File: src/rtl/mem_port_arbiter.sv
// mem_port_arbiter: serialises fetch and data accesses onto one single-port memory.
// Define ARB_ROUND_ROBIN_EN for round-robin arbitration; otherwise data beats fetch.
module mem_port_arbiter #(
    parameter int ADDR_W      = 32,
    parameter int DATA_W      = 32,
    parameter int MEM_LATENCY = 1
) (
    input  logic              clk,
    input  logic              reset,
    input  logic              if_req,
    input  logic [ADDR_W-1:0] if_addr,
    output logic              if_done,
    output logic [DATA_W-1:0] if_rdata,
    input  logic              d_read_req,
    input  logic              d_write_req,
    input  logic [ADDR_W-1:0] d_addr,
    input  logic [DATA_W-1:0] d_wdata,
    output logic              d_done,
    output logic [DATA_W-1:0] d_rdata,
    output logic              mem_en,
    output logic              mem_we,
    output logic [ADDR_W-1:0] mem_addr,
    output logic [DATA_W-1:0] mem_wdata,
    input  logic [DATA_W-1:0] mem_rdata
);
    typedef enum logic [1:0] {IDLE, ISSUE, WAIT, RESP} state_t;
    state_t     state, state_n;
    logic [3:0] cnt, cnt_n;
    logic       sel_d, any_req, grant, sample, pick_d;
    assign any_req = if_req | d_read_req | d_write_req;
    assign grant   = state == IDLE && any_req;
    assign sample  = state == WAIT && cnt == 4'd0;
`ifdef ARB_ROUND_ROBIN_EN
    logic last_d;
    assign pick_d = (d_read_req | d_write_req) & (~if_req | ~last_d);
    always_ff @(posedge clk or posedge reset)
        if (reset) last_d <= 1'b0;
        else if (grant) last_d <= pick_d;
`else
    assign pick_d = d_read_req | d_write_req;
`endif
    always_comb begin
        state_n = state;
        cnt_n   = cnt;
        case (state)
            IDLE:  state_n = any_req ? ISSUE : IDLE;
            ISSUE: begin
                state_n = mem_we ? RESP : WAIT;
                cnt_n   = 4'(MEM_LATENCY - 1);
            end
            WAIT: begin
                state_n = sample ? RESP : WAIT;
                cnt_n   = sample ? cnt : cnt - 4'd1;
            end
            default: state_n = IDLE;
        endcase
    end
    always_ff @(posedge clk or posedge reset)
        if (reset) begin
            state     <= IDLE;
            cnt       <= 4'd0;
            sel_d     <= 1'b0;
            mem_en    <= 1'b0;
            mem_we    <= 1'b0;
            mem_addr  <= '0;
            mem_wdata <= '0;
            if_done   <= 1'b0;
            d_done    <= 1'b0;
            if_rdata  <= '0;
            d_rdata   <= '0;
        end else begin
            state   <= state_n;
            cnt     <= cnt_n;
            mem_en  <= grant;
            mem_we  <= grant & pick_d & d_write_req;
            if_done <= state_n == RESP && !sel_d;
            d_done  <= state_n == RESP && sel_d;
            if (grant) begin
                sel_d    <= pick_d;
                mem_addr <= pick_d ? d_addr : if_addr;
                if (pick_d) mem_wdata <= d_wdata;
            end
            if (sample && sel_d) d_rdata <= mem_rdata;
            if (sample && !sel_d) if_rdata <= mem_rdata;
        end
endmodule

File: config.mk
export PLATFORM = sky130hd
export DESIGN_NAME = mem_port_arbiter
export DESIGN_NICKNAME = d
export VERILOG_FILES = /design/src/rtl/mem_port_arbiter.sv
export SDC_FILE = /design/constraint.sdc
export NUM_CORES = 1
export LEC_CHECK = 0
export ABC_AREA = 1
export CORE_AREA = 2 2 122 124
export DETAILED_ROUTE_END_ITERATION = 12
export DIE_AREA = 0 0 124 126
export PLACE_DENSITY_LB_ADDON = 0.12
export SLEW_MARGIN = 10
export SYNTH_ARGS = -nofsm -noshare
export SYNTH_HDL_FRONTEND = slang
export SYNTH_SLANG_ARGS = --single-unit
File: constraint.sdc
create_clock -name clk -period 5.3 [get_ports clk]
set_input_delay 0.53 -clock clk [delete_from_list [all_inputs] [get_ports clk]]
set_output_delay 0.53 -clock clk [all_outputs]
set_load 0.02 [all_outputs]
==> summary.md <==
| Metric | Value |
|---|---|
| Clock power share | `0.196` |
| Die Area | `15620 um2` |
| # rows | `44` |
| First-pass GRT wire length | `25.47 mm` |
| Sw Pwr | `2300 uW` |
| Slew headroom | `0.2649` |
| Min-Delay Path Class | `reg2reg` |
| Iter 0 DRT Violations | `359` |
| Int Power | `3527 uW` |
| Max Fclk | `345.6 MHz` |
| Cell taking the most area after synthesis | `dfrtp_1` |
| Starting Density | `0.4144` |
| Unrepaired setup endpoints after global routing | `no` |
| Pwr dens | `635.8 nW/um2` |
| Util after Layout | `0.6403` |
| PostCTS Resize Cnt | `0` |
| Vias per cell | `4.751` |
| Diode count | `0` |
| Layout cells sized above 1 | `0.04251` |
| Vias | `5345` |
| CTS tree | `done` |
| Final Power | `5827 uW` |
| Largest net degree at the start of global routing | `74` |
| IO Pins | `265` |
| First-pass DRT Iterations | `4` |
| Vias in the first global route | `5195` |
| FF/Latch Area | `3478 um2` |
| Antenna violations before repair | `0` |
| Syn Inst Count | `683` |
| # Post-CTS Setup Buffers | `0` |
| Worst-Skew Late Latency | `0.41 ns` |
| Max_cap viols | `0` |
| Cell variety after synth | `24` |
| Final RePlAce weighted congestion | `0.7660` |
| EDFF count, synth | `0` |
| Clk buf depth | `2` |
| Synth top area share | `0.5864` |
| Grt total ovfl | `0` |
| Place WS | `1.991 ns` |
| Num CTS Buffers | `17` |
| Crit path kind | `in2reg` |
| Pleak | `0.004277 uW` |
| Synth Cell Area | `5932 um2` |
| Flop pwr share | `0.327` |
| Tcrit/Tclk final | `0.5459` |
| Top cells by area, synth | `dfrtp_1 (59%), nand2_1 (15%), o21ai_0 (11%)` |
| Crit end category | `flip-flop` |
| Hold Fails Final Rpt | `0` |
| WL/cell | `14.45 um` |
| Multi-input gate area | `1919 um2` |
| Post-route setup TNS | `0 ns` |
| Die Y | `126 um` |
| Final min period | `2.893 ns` |
| Reg clk slew, reported paths | `0.06 ns` |
| Crit path DAT | `3.13 ns` |
| Yosys warnings | `0` |
| Post-synth top cells | `nand2_1 (235), dfrtp_1 (139), o21ai_0 (133), inv_1 (78), o21ai_1 (30)` |
| Final #Nets | `1067` |
| Clock Skew | `0.007400 ns` |
| Final WL | `16.25 mm` |
| Final ANT Viol Nets | `0` |
| Tightest Pin Transition | `1.103 ns` |
| Status | `finished, final reports clean` |
| Post-route DRC | `0` |
| CTS root buffer | `clkbuf_16` |
| Worst endpoint required time | `5.54 ns` |
| Most frequent cell after synthesis | `nand2_1` |
| Area delta synth->final | `54.50%` |
| Peak VDD IR | `0.0003105 V` |
| Worst Setup Slack, final | `2.407 ns` |
| Prevailing post-synth register cell | `dfrtp_1` |
| CTS H-tree lvls | `4` |
| GRT Total Usage | `0.2106` |
| Synthesized flop and latch total | `139` |
| Clk sinks | `139` |
| Die X | `124 um` |
| Critical path startpoint category | `primary input` |
| Register area share after synthesis | `0.5864` |
| Sw Share | `0.3948` |
| Combinational Power Share | `0.477` |
| Hold buffers post-CTS | `0` |
| DP HPWL | `11.56 mm` |
| # port buffers | `264` |
| Syn avg cell area | `8.685 um2` |
| Setup Viol. Count Final | `0` |
| CP max FO | `67` |
| Ys async rst share | `1.000` |
| # fillers | `1215` |
| Syn Nets | `822` |
| Max-slew violations | `0` |
| Core area | `14310 um2` |
## layout by cell type, fill, tap and decap left out, types with 2 or more instances in the layout
| cell | Yosys | routed |
|---|---|---|
| buf_4 | 6 | 2 |
| bufinv_16 | 0 | 2 |
| clkbuf_1 | 12 | 5 |
| clkbuf_16 | 0 | 17 |
| clkbuf_8 | 0 | 3 |
| clkdlybuf4s50_1 | 0 | 264 |
| clkinv_2 | 0 | 4 |
| dfrtp_1 | 139 | 139 |
| ha_1 | 6 | 6 |
| inv_1 | 78 | 77 |
| inv_2 | 2 | 2 |
| nand2_1 | 235 | 234 |
| nand3_1 | 6 | 6 |
| nor2_1 | 4 | 3 |
| nor2_4 | 2 | 3 |
| o21ai_0 | 133 | 133 |
| o21ai_1 | 30 | 29 |
## path summary, 6_finish.rpt
kind,start,to,slack [ns],cells after the start
max,d_write_req,if_done,2.41,7
min,d_rdata[17],d_rdata[17],0.48,2
max reg2reg,sel_d,d_rdata[12],2.51,4
min reg2reg,d_rdata[17],d_rdata[17],0.48,2
max in group asynchronous,reset,mem_addr[21],3.37,3
min in group asynchronous,reset,mem_wdata[26],0.60,2
## sequential cells by signal, indices dropped and copies added, names as in the netlist
name / flops
mem_wdata: 32
state: 2
sel_d: 1
mem_en: 1
mem_addr: 32
cnt: 4
d_done: 1
if_rdata: 32
if_done: 1
d_rdata: 32
mem_we: 1
## metrics by stage
step | hold WS [ns] | cells | instance area, um2
finish | 0.4755 | 1125 | 9165
CTS | 0.4832 | 1125 | 9165
detailed placement | 0.4706 | 1093 | 8591
global placement | 0.4637 | 1093 | 8591
global route | 0.5017 | 1125 | 9165
floorplan | 0.5302 | 683 | 5932
## power groups by stage
stage,registers (uW),logic (uW),clock network (uW)
4_1_cts,1910,2810,1160
6_report,1910,2780,1140
2_1_floorplan,2470,906,0
5_1_grt,1970,3030,1220
3_5_place_dp,1920,2800,0
3_3_place_gp,1890,2730,0
## cell families after synthesis
| kind of cell | count (synthesis) | share of synthesized area |
|---|---|---|
| flip-flops | 139 | 0.5864 |
| AND/OR/NAND/NOR | 250 | 0.1641 |
| buffers and inverters | 120 | 0.09365 |
| adder cells (fa/ha/maj) | 6 | 0.01266 |
| AO/OA/AOI/OAI | 168 | 0.1432 |
## routing by layer
| layer | vias to the layer above | global-route usage | share of wire |
|---|---|---|---|
| li1 | 2632 | - | - |
| met1 | 2491 | 0.2568 | 0.40 |
| met2 | 205 | 0.3510 | 0.50 |
| met3 | 17 | 0.06793 | 0.089 |
| met4 | 0 | 0.07138 | 0.014 |
| met5 | - | 0 | 0 |
## layout make-up
class                           count  share of cell area
Sequential cell                   139              0.3795
Timing Repair Buffer              266              0.2900
Multi-Input combinational cell    424              0.2094
Clock buffer                       25             0.05297
Inverter                           80             0.03331
Tap cell                          184             0.02512
Clock inverter                      7            0.009693
## critical path, stage by stage
cell,delay [ns]
clkdlybuf4s50_1,0.52
nor2_4,0.81
nand2_1,0.14
nand2_2,0.76
nand3_1,0.14
nand3_1,0.16
nor2_1,0.06
(Power assumes the default switching activity.)
